[src/rtl/proc_pkg.sv]
// Shared types for the unified-memory port arbiter: FSM states and requester identifiers.
package proc_pkg;

   typedef enum logic [1:0] {
      IDLE   = 2'd0,
      ACCESS = 2'd1,
      RESP   = 2'd2
   } arb_state_t;

   typedef enum logic {
      PORT_I = 1'b0,
      PORT_D = 1'b1
   } port_id_t;

endpackage

[src/rtl/mem_port_arbiter_if.sv]
// Bundle of the instruction/data requester handshakes and the shared memory port.
// The master side owns the requests and the memory read data; the slave side is the arbiter.
interface mem_port_arbiter_if #(
   parameter int unsigned ADDR_W = 32,
   parameter int unsigned DATA_W = 64
);

   logic              i_req;
   logic              i_we;
   logic [ADDR_W-1:0] i_addr;
   logic [DATA_W-1:0] i_wdata;
   logic [DATA_W-1:0] i_rdata;
   logic              i_ack;

   logic              d_req;
   logic              d_we;
   logic [ADDR_W-1:0] d_addr;
   logic [DATA_W-1:0] d_wdata;
   logic [DATA_W-1:0] d_rdata;
   logic              d_ack;

   logic              mem_en;
   logic              mem_we;
   logic [ADDR_W-1:0] mem_addr;
   logic [DATA_W-1:0] mem_wdata;
   logic [DATA_W-1:0] mem_rdata;

   modport master (
      output i_req, i_we, i_addr, i_wdata,
      input  i_rdata, i_ack,
      output d_req, d_we, d_addr, d_wdata,
      input  d_rdata, d_ack,
      input  mem_en, mem_we, mem_addr, mem_wdata,
      output mem_rdata
   );

   modport slave (
      input  i_req, i_we, i_addr, i_wdata,
      output i_rdata, i_ack,
      input  d_req, d_we, d_addr, d_wdata,
      output d_rdata, d_ack,
      output mem_en, mem_we, mem_addr, mem_wdata,
      input  mem_rdata
   );

endinterface

[src/rtl/rr_pick2.sv]
// Two-way round-robin pick: a lone request wins, a conflict goes to the port not granted last.
module rr_pick2
   import proc_pkg::*;
(
   input  logic     reqI,
   input  logic     reqD,
   input  port_id_t lastGrant,
   output logic     grantValid_c,
   output port_id_t grantId_c
);

   always_comb begin
      grantValid_c = reqI | reqD;
      grantId_c    = PORT_I;
      if (reqI && reqD) begin
         grantId_c = (lastGrant == PORT_I) ? PORT_D : PORT_I;
      end else if (reqD) begin
         grantId_c = PORT_D;
      end
   end

endmodule

[src/rtl/mem_port_arbiter.sv]
// Shares one single-ported memory between the instruction and data requesters,
// sequencing the enable/wait states and returning read data with a one-cycle ack.
module mem_port_arbiter
   import proc_pkg::*;
#(
   parameter int unsigned ADDR_W  = 32,
   parameter int unsigned DATA_W  = 64,
   parameter int unsigned MEM_LAT = 2
) (
   input  logic               clk,
   input  logic               rst,
   mem_port_arbiter_if.slave  bus,
   output logic               busy,
   output logic               last_grant
);

   localparam int unsigned CNT_W = $clog2(MEM_LAT + 1);

   if (MEM_LAT < 1) begin : gLatCheck
      $error("mem_port_arbiter: MEM_LAT must be >= 1");
   end

   arb_state_t        state;
   logic [CNT_W-1:0]  cnt;
   logic              iMask;
   logic              dMask;
   port_id_t          lastGrant;

   logic              grantValid_c;
   port_id_t          grantId_c;
   logic              selWe_c;
   logic [ADDR_W-1:0] selAddr_c;
   logic [DATA_W-1:0] selWdata_c;

   // A port just acked stays masked for one IDLE cycle so its still-held req is not re-granted.
   rr_pick2 uPick (
      .reqI         (bus.i_req & ~iMask),
      .reqD         (bus.d_req & ~dMask),
      .lastGrant    (lastGrant),
      .grantValid_c (grantValid_c),
      .grantId_c    (grantId_c)
   );

   always_comb begin
      selWe_c    = bus.i_we;
      selAddr_c  = bus.i_addr;
      selWdata_c = bus.i_wdata;
      if (grantId_c == PORT_D) begin
         selWe_c    = bus.d_we;
         selAddr_c  = bus.d_addr;
         selWdata_c = bus.d_wdata;
      end
   end

   assign last_grant = lastGrant;

   always_ff @(posedge clk or negedge rst) begin
      if (!rst) begin
         state         <= IDLE;
         cnt           <= '0;
         iMask         <= 1'b0;
         dMask         <= 1'b0;
         lastGrant     <= PORT_I;
         busy          <= 1'b0;
         bus.mem_en    <= 1'b0;
         bus.mem_we    <= 1'b0;
         bus.mem_addr  <= '0;
         bus.mem_wdata <= '0;
         bus.i_rdata   <= '0;
         bus.d_rdata   <= '0;
         bus.i_ack     <= 1'b0;
         bus.d_ack     <= 1'b0;
      end else begin
         bus.i_ack <= 1'b0;
         bus.d_ack <= 1'b0;
         unique case (state)
            IDLE: begin
               iMask <= 1'b0;
               dMask <= 1'b0;
               if (grantValid_c) begin
                  lastGrant     <= grantId_c;
                  bus.mem_en    <= 1'b1;
                  bus.mem_we    <= selWe_c;
                  bus.mem_addr  <= selAddr_c;
                  bus.mem_wdata <= selWdata_c;
                  cnt           <= CNT_W'(MEM_LAT - 1);
                  busy          <= 1'b1;
                  state         <= ACCESS;
               end
            end
            ACCESS: begin
               if (cnt != '0) begin
                  cnt <= cnt - CNT_W'(1);
               end else begin
                  if (lastGrant == PORT_I) begin
                     if (!bus.mem_we) bus.i_rdata <= bus.mem_rdata;
                     bus.i_ack <= 1'b1;
                     iMask     <= 1'b1;
                  end else begin
                     if (!bus.mem_we) bus.d_rdata <= bus.mem_rdata;
                     bus.d_ack <= 1'b1;
                     dMask     <= 1'b1;
                  end
                  bus.mem_en <= 1'b0;
                  bus.mem_we <= 1'b0;
                  state      <= RESP;
               end
            end
            RESP: begin
               busy  <= 1'b0;
               state <= IDLE;
            end
            default: begin
               busy  <= 1'b0;
               state <= IDLE;
            end
         endcase
      end
   end

endmodule

[src/flat_wrapper.sv]
// flat-port wrapper written by rule: the top's interface ports become plain ports
module mem_port_arbiter_flat import proc_pkg::*;
#(
   parameter int unsigned ADDR_W  = 32,
   parameter int unsigned DATA_W  = 64,
   parameter int unsigned MEM_LAT = 2
)
  (clk, rst, busy, last_grant, bus_i_req, bus_i_we, bus_i_addr, bus_i_wdata, bus_i_rdata, bus_i_ack, bus_d_req, bus_d_we, bus_d_addr, bus_d_wdata, bus_d_rdata, bus_d_ack, bus_mem_en, bus_mem_we, bus_mem_addr, bus_mem_wdata, bus_mem_rdata);
  mem_port_arbiter_if #(.ADDR_W(ADDR_W), .DATA_W(DATA_W)) bus_i ();
  input  logic clk;
  input  logic rst;
  output logic busy;
  output logic last_grant;
  input wire logic [$bits(bus_i.i_req)-1:0] bus_i_req;
  input wire logic [$bits(bus_i.i_we)-1:0] bus_i_we;
  input wire logic [$bits(bus_i.i_addr)-1:0] bus_i_addr;
  input wire logic [$bits(bus_i.i_wdata)-1:0] bus_i_wdata;
  output wire logic [$bits(bus_i.i_rdata)-1:0] bus_i_rdata;
  output wire logic [$bits(bus_i.i_ack)-1:0] bus_i_ack;
  input wire logic [$bits(bus_i.d_req)-1:0] bus_d_req;
  input wire logic [$bits(bus_i.d_we)-1:0] bus_d_we;
  input wire logic [$bits(bus_i.d_addr)-1:0] bus_d_addr;
  input wire logic [$bits(bus_i.d_wdata)-1:0] bus_d_wdata;
  output wire logic [$bits(bus_i.d_rdata)-1:0] bus_d_rdata;
  output wire logic [$bits(bus_i.d_ack)-1:0] bus_d_ack;
  output wire logic [$bits(bus_i.mem_en)-1:0] bus_mem_en;
  output wire logic [$bits(bus_i.mem_we)-1:0] bus_mem_we;
  output wire logic [$bits(bus_i.mem_addr)-1:0] bus_mem_addr;
  output wire logic [$bits(bus_i.mem_wdata)-1:0] bus_mem_wdata;
  input wire logic [$bits(bus_i.mem_rdata)-1:0] bus_mem_rdata;
  assign bus_i.i_req = bus_i_req;
  assign bus_i.i_we = bus_i_we;
  assign bus_i.i_addr = bus_i_addr;
  assign bus_i.i_wdata = bus_i_wdata;
  assign bus_i_rdata = bus_i.i_rdata;
  assign bus_i_ack = bus_i.i_ack;
  assign bus_i.d_req = bus_d_req;
  assign bus_i.d_we = bus_d_we;
  assign bus_i.d_addr = bus_d_addr;
  assign bus_i.d_wdata = bus_d_wdata;
  assign bus_d_rdata = bus_i.d_rdata;
  assign bus_d_ack = bus_i.d_ack;
  assign bus_mem_en = bus_i.mem_en;
  assign bus_mem_we = bus_i.mem_we;
  assign bus_mem_addr = bus_i.mem_addr;
  assign bus_mem_wdata = bus_i.mem_wdata;
  assign bus_i.mem_rdata = bus_mem_rdata;
  mem_port_arbiter #(.ADDR_W(ADDR_W), .DATA_W(DATA_W), .MEM_LAT(MEM_LAT)) u_core (.clk(clk), .rst(rst), .bus(bus_i), .busy(busy), .last_grant(last_grant));
endmodule
[config.mk]
export PLATFORM = sky130hd
export DESIGN_NAME = mem_port_arbiter_flat
export DESIGN_NICKNAME = d
export VERILOG_FILES = /design/src/rtl/proc_pkg.sv /design/src/rtl/mem_port_arbiter_if.sv /design/src/rtl/rr_pick2.sv /design/src/rtl/mem_port_arbiter.sv /design/src/flat_wrapper.sv
export SDC_FILE = /design/constraint.sdc
export NUM_CORES = 1
export LEC_CHECK = 0
export BUFFER_PORTS_ARGS = -buffer_cell sky130_fd_sc_hd__buf_2
export CAP_MARGIN = 20
export CORE_AREA = 5 5 188 190
export DETAILED_ROUTE_END_ITERATION = 7
export DIE_AREA = 0 0 193 195
export GPL_ROUTABILITY_DRIVEN = 0
export GPL_TIMING_DRIVEN = 0
export SYNTH_ARGS = -nofsm -noshare
export SYNTH_HDL_FRONTEND = slang
export SYNTH_SLANG_ARGS = --single-unit
[constraint.sdc]
create_clock -name clk -period 4 [get_ports clk]
set_clock_uncertainty 0.05 [all_clocks]
set_input_delay 0.2 -clock clk [delete_from_list [all_inputs] [get_ports clk]]
set_output_delay 0.2 -clock clk [all_outputs]
set_load 0.05 [all_outputs]
### Yosys cells after proc, flatten, opt, wreduce, memory -nomap -nowiden

Cells that the tools add are included.

| operators by class | value |
|---|---|
| $add $sub $neg | 1 |
| multipliers | 0 |
| div/mod/pow operators | 0 |
| order comparisons | 0 |
| equality and inequality tests | 6 |
| shift-type cells | 0 |
| muxes and demuxes | 28 |
| bitwise gates (word level) | 9 |
| reduce and logical (&&, ||, !) cells | 13 |

Operators with widths:

| kind | number |
|---|---|
| 64-bit 2-to-1 mux | 1 |
| 32-bit 2-to-1 mux | 1 |
| 1-bit 2-to-1 mux | 16 |
| 3-bit AND reduction | 4 |
| 1-bit one-hot mux with 2 select lines | 5 |
| 2-bit one-hot mux with 2 select lines | 2 |
| 4-bit AND reduction | 2 |
| 2-bit 2-to-1 mux | 3 |
| 2-bit by 1-bit != test with 1-bit output (second input constant) | 3 |
| 1-bit inverter | 6 |
| 2-bit AND reduction | 3 |
| 2-bit != test (second input constant) | 2 |
| 2-bit nonzero test | 2 |
| 1-bit AND | 2 |
| 2-bit by 1-bit == test with 1-bit output (second input constant) | 1 |
| 2-bit zero test | 1 |
| 2-bit by 1-bit subtractor with 2-bit output (second input constant) | 1 |
| 1-bit logical AND | 1 |
| 1-bit bitwise OR | 1 |

| storage, ports and cells | value |
|---|---|
| flip-flop bits (word level) | 236 |
| latch bits | 0 |
| bits in writable memories | 0 |
| ROM bits | 0 |
| bits of input ports | 262 |
| output and inout bits | 230 |
| word-level logic and storage cells | 71 |
| memories | 0 |

### Logic depth before layout (Yosys ltp)

Gate-level depths: netlist of the first run.

| logic depth | value |
|---|---|
| depth after elaboration | 7 |
| gate-level depth with buffers | 7 |
| gate-level depth less buffers | 6 |

### Modules after synthesis

From an unflattened synthesis of the first run, not the netlist that was laid out.

| second synthesis, totals | value |
|---|---|
| cell total of the unflattened synthesis | 742 |
| area, all modules | 9,988.3 um^2 |

By module, submodules not included:

| module | instances | cells each | area an instance (um^2) | seq. area each (um^2) |
|---|---|---|---|---|
| mem_port_arbiter | 1 | 740 | 9,974.6 | 5,905.7 |
| rr_pick2 | 1 | 2 | 13.8 | 0.0 |

### Worst setup path after synthesis of the first run

No wires, ideal clock.

| timing path | value |
|---|---|
| path kind | reg2reg |
| start | register u_core.lastGrant (netlist: u_core.last_grant) |
| end | register u_core.bus.d_rdata[10] |
| setup time | 0.125 ns |
| arrival | 1.820 ns |
| data required time | 3.825 ns |
| slack | 2.005 ns |
| stages on the path, launching flop included | 6 |
| path buffers | 2 |
| period minus slack after synthesis | 1.995 ns |
| cells stage by stage | dfrtp_1 -> inv_2 -> or3_1 -> buf_4 -> buf_6 -> mux2_4 |

| between the ends | value |
|---|---|
| cells in the longest elaborated chain, start to end | 1 |

Ends and longest elaborated chain:

| what | line | RTL |
|---|---|---|
| from (decl) | mem_port_arbiter.sv:27 | `port_id_t lastGrant;` |
| from (signal assigned) | mem_port_arbiter.sv:81 | `lastGrant <= grantId_c;` |
| 4-bit AND reduction (no source line) | - |  |
| to (signal assigned) | mem_port_arbiter.sv:100 | `if (!bus.mem_we) bus.d_rdata <= bus.mem_rdata;` |
| to (decl) | mem_port_arbiter_if.sv:41 | `output d_rdata, d_ack,` |

Every way passes these cells.
A chain may end at the register's enable or synchronous reset.

### Worst setup path after layout of the first run

| timing path | value |
|---|---|
| start | register u_core.dMask |
| end | register u_core.bus.mem_wdata[18] |

| between the ends | value |
|---|---|
| cells in the longest elaborated chain, start to end | 5 |
| elaborated cells between the ends (all ways) | 8 |
| classes of those cells | mux (3); bitwise (3); reduce/logical (2) |

Ends and longest elaborated chain:

| what | line | RTL |
|---|---|---|
| from (decl) | mem_port_arbiter.sv:26 | `logic dMask;` |
| from (signal assigned) | mem_port_arbiter.sv:62 | `dMask <= 1'b0;` |
| from (signal assigned) | mem_port_arbiter.sv:79 | `dMask <= 1'b0;` |
| from (signal assigned) | mem_port_arbiter.sv:102 | `dMask <= 1'b1;` |
| 1-bit inverter * | mem_port_arbiter.sv:38 | `.reqD (bus.d_req & ~dMask),` |
| 1-bit AND * | mem_port_arbiter.sv:38 |  |
| 1-bit 2-to-1 mux or 1-bit logical AND (tied branches) | rr_pick2.sv:17, rr_pick2.sv:15 |  |
| 1-bit 2-to-1 mux | rr_pick2.sv:15 | `if (reqI && reqD) begin` |
| 64-bit 2-to-1 mux | mem_port_arbiter.sv:48 | `if (grantId_c == PORT_D) begin` |
| to (signal assigned) | mem_port_arbiter.sv:85 | `bus.mem_wdata <= selWdata_c;` |
| to (decl) | mem_port_arbiter_if.sv:42 | `output mem_en, mem_we, mem_addr, mem_wdata,` |

Mark *: on every way between the ends. The rest lies on a longest branch, timed or not.

==> reports/results.txt, run 1 <==
status - complete, no violations
clk slew on worst S/H paths - 0.06 ns
Reg-to-Reg End - u_core.bus.mem_wdata[18]
RSZ-0062 raised after global routing - no
CP Cell Sequence - nor2b_1 -> o21ai_0 -> clkbuf_1 -> clkbuf_1 -> a21oi_1 -> a21oi_1 -> dlygate4sd3_1
antenna violations before repair - 3
number of flops mapped to enable cells by yosys - 0
area leader, netlist - dfrtp_1
area delta synth->final - 67.46%
Mean Syn Cell Area - 11.60 sq um
CTS tree - yes
postcts setup bufs - 0
r2r startpoint - u_core.dMask
Vias/cell - 4.681
WHS - 0.07721 ns
Antenna Nets Post-Route - 0
syn_nets - 1104
post-synthesis cell count - 841
GR Util All Layers - 19.61%
Yosys warning total - 0
CP peak stage delay - 0.55 ns
Leak - 7.996 nW
Hold/Removal Path Class - input port to asynchronous set/reset pin
largest net degree at the start of global routing - 120
die area - 0.03764 sq mm
Layout Nets - 1886
share of the synthesized area in the top cell type - 60.54%
WL/cell - 18.64 microns
starting density of the core - 29.31%
Pre-Repair DR Iteration Count - 7
DRC violations left - 0
vias in the first global route - 10.49k
Register-to-Register Setup Slack - 1.24 ns
crit path max fanout - 10
Max rail drop VDD - 0.5665 mV
Overflow after GRT - 0
Setup crit end kind - register
PostCTS Resize Cnt - 0
Final Hold Fails - 0
number of distinct library cells after synthesis - 26
IO Port Bufs - 491
metal2 WL - 19010 microns
part of the Yosys area used for sequential elements - 60.54%
Sink Count - 236
layout cells sized above 1 - 41.94%
CP delay by family, top - buffers and inverters
max frequency - 361.9 MHz
WS Path Type - register to register
Core ar. - 0.03328 sq mm
most frequent cells after synthesis - dfrtp_1, a21oi_1, nor2_1
post-synthesis cell area - 0.009754 sq mm
Max clock buf depth - 3
Num CTS Buffers - 27
H-Tree Depth - 1
crit path DAT - 3.18 ns
WL met1 - 14010 microns
Slowest-stage cell, CP - dlygate4sd3_1
Rows - 67
Routed met3 length - 3896 microns
CP bufs+invs - 3
Synth area leaders - dfrtp_1, a21oi_1, mux2_4
FFs w/ async S/R, synth - 100.0%
Worst-Skew Late Latency - 0.53 ns
Final WS setup - 1.237 ns
CP required - 4.42 ns
final core occ - 49.08%
Final period util - 69.07%
routed vias - 9797
Final min period - 2.763 ns
PD cells - 1025 mW/mm^2
1st-iter DRT viols - 400
Area after DPL - 0.01284 sq mm
most common cell in the netlist - dfrtp_1
CP Launch Type - register
design area - 0.01633 sq mm
clock root buffer master - clkbuf_16
Max Slew Vio Count - 0
Boundary Pins - 492
Top Metal Used - met5
Final Setup Violations - 0
Post-DP HPWL - 27350 microns
Slew headroom - 52.15%
die height - 195 microns
actual slew at the worst max-slew pin - 0.7178 ns
main flop type after synthesis - dfrtp_1
Die Wd - 193 microns
Tot Pwr - 16.74 mW
final wirelength - 39020 microns
Seq cells post-synth - 236
maxcap violations - 0
pre-CTS WS - 1.284 ns
r2r worst-path depth - 7
first-pass GRT wire length - 58800 microns
==> power by group <==
| part | switching [mW] | leakage [nW] | total, mW | internal (mW) |
|---|---|---|---|---|
| clock | 0.991 | 0.440 | 2.48 | 1.49 |
| combinational | 6.72 | 4.82 | 9.98 | 3.26 |
| sequential | 0.671 | 2.73 | 4.28 | 3.61 |
==> per-layer routing <==
metal	track usage [%]	up-vias
li1	-	4433
met1	22.12	4722
met2	33.94	523
met3	5.554	115
met4	9.468	4
met5	0	-
==> logic make-up (layout without fill, tap and decap cells) <==
| logic type | after synthesis | after routing | synth area share [%] |
|---|---|---|---|
| AO/OA/AOI/OAI | 202 | 202 | 10.48 |
| adder cells (fa/ha/maj) | 1 | 1 | 0.1283 |
| buffers and inverters | 61 | 863 | 3.066 |
| flip-flops | 236 | 236 | 60.54 |
| multiplexers | 130 | 130 | 17.30 |
| other | 0 | 2 | 0 |
| AND/OR/NAND/NOR | 211 | 211 | 8.479 |
==> stage by stage <==
stage               TNS, ns  std cells
floorplan                 0        841
global placement    -375.92       1780
detailed placement        0       1782
CTS                       0       2090
global route              0       2092
finish                    0       2093
==> area by class of cell <==
class	count	area, sq um
antenna	2	5.005
buffer	55	276.5
clock buffer	41	788.3
clock inverter	8	103.9
fill	2896	16950
inverter	6	22.52
multi-input combinational	544	3550
sequential	236	5906
tap	448	560.5
timing repair buffer	753	5122
==> what timing repair did <==
item	4_1_cts	5_1_grt
endpoints found under the setup margin	0	0
hold buffers	259	0
endpoints found under the hold margin	461	0
==> worst max path at each step <==
| stage | cells past startpoint | endpoint | slack, ns | start |
|---|---|---|---|---|
| after floorplan | 5 | u_core.bus.d_rdata[10] | 2.00 | u_core.last_grant |
| after global placement | 1 | u_core.bus.i_rdata[43] | -1.64 | rst |
| after detailed placement | 4 | u_core.bus.mem_wdata[18] | 1.28 | u_core.last_grant |
| after CTS | 6 | u_core.bus.mem_wdata[18] | 0.71 | u_core.dMask |
| after global routing | 6 | u_core.bus.mem_wdata[17] | 0.99 | u_core.last_grant |
| final | 7 | u_core.bus.mem_wdata[18] | 1.24 | u_core.dMask |
==> sequential cells by signal, summed over array words and instances (netlist names) <==
name                  cells
u_core.bus.d_rdata       64
u_core.bus.i_rdata       64
u_core.bus.mem_wdata     64
u_core.bus.mem_addr      32
u_core.cnt                2
u_core.state              2
u_core.bus.d_ack          1
u_core.bus.i_ack          1
u_core.bus.mem_en         1
u_core.bus.mem_we         1
u_core.busy               1
u_core.dMask              1
u_core.iMask              1
u_core.last_grant         1
==> placed cells by master (no fill, tap or decap), types with 4 or more instances in the layout <==
master           n
a21oi_1        193
nor2_1         101
buf_6            6
clkbuf_1        39
mux2_2          65
o21ai_0          4
dlygate4sd3_1  259
mux2_1           4
buf_2          507
nand2_1        100
mux2_4          60
clkbuf_8         6
inv_1            4
clkbuf_16       27
dfrtp_1        236
Power figures use the tool's default switching activity.
==> run 2: changes to the inputs <==
==> constraint.sdc (replaced) <==
create_clock -name clk -period 2.27 [get_ports clk]
set_clock_uncertainty 0.05 [all_clocks]
set_input_delay 0.1135 -clock clk [delete_from_list [all_inputs] [get_ports clk]]
set_output_delay 0.1135 -clock clk [all_outputs]
set_load 0.05 [all_outputs]
==> reports/results.txt, run 2 (synthesized netlist as in run 1, its figures left out) <==
actual slew at the worst max-slew pin - 0.6599 ns
layout cells sized above 1 - 42.31%
Sink Count - 236
first-pass GRT wire length - 60950 microns
WS Path Type - register to register
Slew headroom - 56.01%
crit path to - u_core.bus.i_rdata[48]
Post-Route Setup TNS - 0 ns
Register-to-Register Setup Slack - 0.12 ns
Overflow after GRT - 0
Final period util - 94.75%
RSZ-0062 raised after global routing - no
Fillers - 2830
DRC violations left - 0
Max Slew Vio Count - 0
CTS tree - yes
max frequency - 464.9 MHz
WL/cell - 19.45 microns
Max rail drop VDD - 0.9994 mV
Die Wd - 193 microns
Post-DP HPWL - 27350 microns
die height - 195 microns
Reg-to-Reg End - u_core.bus.i_rdata[48]
CP Launch Type - register
Core ar. - 0.03328 sq mm
maxcap violations - 0
antenna violations before repair - 1
status - complete, no violations
starting density of the core - 29.31%
Boundary Pins - 492
Rows - 67
PD cells - 1708 mW/mm^2
dpl cells - 1782
GR Util All Layers - 20.37%
area delta synth->final - 68.11%
Final Setup Violations - 0
Tot Pwr - 28.01 mW
area of the multi-input gates - 0.003568 sq mm
CP required - 2.63 ns
Setup crit end kind - register
commonest non-fill, non-tap cell in the layout - buf_2
Final Hold Fails - 0
Storage cell area - 0.005907 sq mm
clock root buffer master - clkbuf_16
crit path DAT - 2.51 ns
die area - 0.03764 sq mm
Hold/Removal Path Class - input port to asynchronous set/reset pin
Layout Nets - 1888
r2r worst-path depth - 7
commonest cells after routing, fill and taps aside - buf_2, dlygate4sd3_1, dfrtp_1
Final min period - 2.151 ns
vias in the first global route - 10.74k
1st-iter DRT viols - 564
Setup crit start - u_core.cnt[0]
routed vias - 10.06k
largest net degree at the start of global routing - 120
clk slew on worst S/H paths - 0.06 ns
final wirelength - 40740 microns
r2r startpoint - u_core.cnt[0]
final core occ - 49.27%
Vias/cell - 4.804
Num CTS Buffers - 27
IO Port Bufs - 491
Antenna Nets Post-Route - 0
top flop regs - u_core.bus.d_rdata: 64 flops, u_core.bus.i_rdata: 64 flops, u_core.bus.mem_wdata: 64 flops
Max clock buf depth - 3
Leak - 8.076 nW
H-Tree Depth - 1
crit path max fanout - 10
Non-Filler Instances - 2094
Pre-Repair DR Iteration Count - 6
Worst-Skew Late Latency - 0.53 ns
==> run 2: changes by cell type in the layout (fill, tap and decap cells not counted), sizes merged <==
cell    previous run  this run
buf              518       519
clkbuf            72        73
diode              2         1
==> run 2: routing by layer <==
layer / part of all wire [%] / global-route usage [%] / up-vias
li1: - / - / 4441
met1: 36 / 23.24 / 4812
met2: 49 / 35.66 / 657
met3: 11 / 5.625 / 147
met4: 4.8 / 8.628 / 2
met5: 0.032 / 0 / -
==> run 2: worst min path at each step <==
stage,depth (start not counted),slack (ns),to
after global routing,3,0.11,u_core.bus.mem_wdata[52]
after detailed placement,1,-0.06,u_core.bus.mem_wdata[41]
after global placement,3,0.30,u_core.bus.mem_wdata[9]
after floorplan,0,-0.23,u_core.bus.d_ack
after CTS,3,0.07,u_core.bus.mem_wdata[52]
final,3,0.10,u_core.bus.mem_wdata[32]
==> run 2: critical path: stages (launching register included) <==
cell and delay, ns:
dfrtp_1 0.35, inv_1 0.08, ha_1 0.23, nand3_2 0.21, nor3_4 0.28, buf_12 0.16
buf_2 0.28, mux2_2 0.37
==> run 2: stage by stage <==
step / area, sq um / hold WS [ns] / worst slack, ns
final: 16400 / 0.1039 / 0.1191
after global routing: 16400 / 0.1059 / 0.002351
after CTS: 16380 / 0.06548 / 0.07840
after detailed placement: 12840 / -0.06003 / -0.4456
after global placement: 12770 / 0.2978 / -3.280
after floorplan: 9754 / -0.2321 / 0.2749
==> run 2: cell type report <==
cell class | count | share of cell area [%]
Antenna cell | 1 | 0.01526
Buffer | 55 | 1.724
Clock buffer | 41 | 4.807
Clock inverter | 8 | 0.6333
Inverter | 6 | 0.1373
Multi-Input combinational cell | 544 | 21.76
Sequential cell | 236 | 36.02
Tap cell | 448 | 3.418
Timing Repair Buffer | 755 | 31.48
==> run 2: repair_timing <==
item	in CTS	in global routing
resized for setup	5	3
pin swaps	1	0
setup endpoints to repair	152	16
hold buffers	260	0
hold endpoints to repair	461	0
setup buffers	2	0
==> run 2: report_power, final <==
| part | switching [mW] | internal (mW) |
|---|---|---|
| Combinational | 11.7 | 4.39 |
| Clock | 1.74 | 2.62 |
| Sequential | 1.22 | 6.37 |
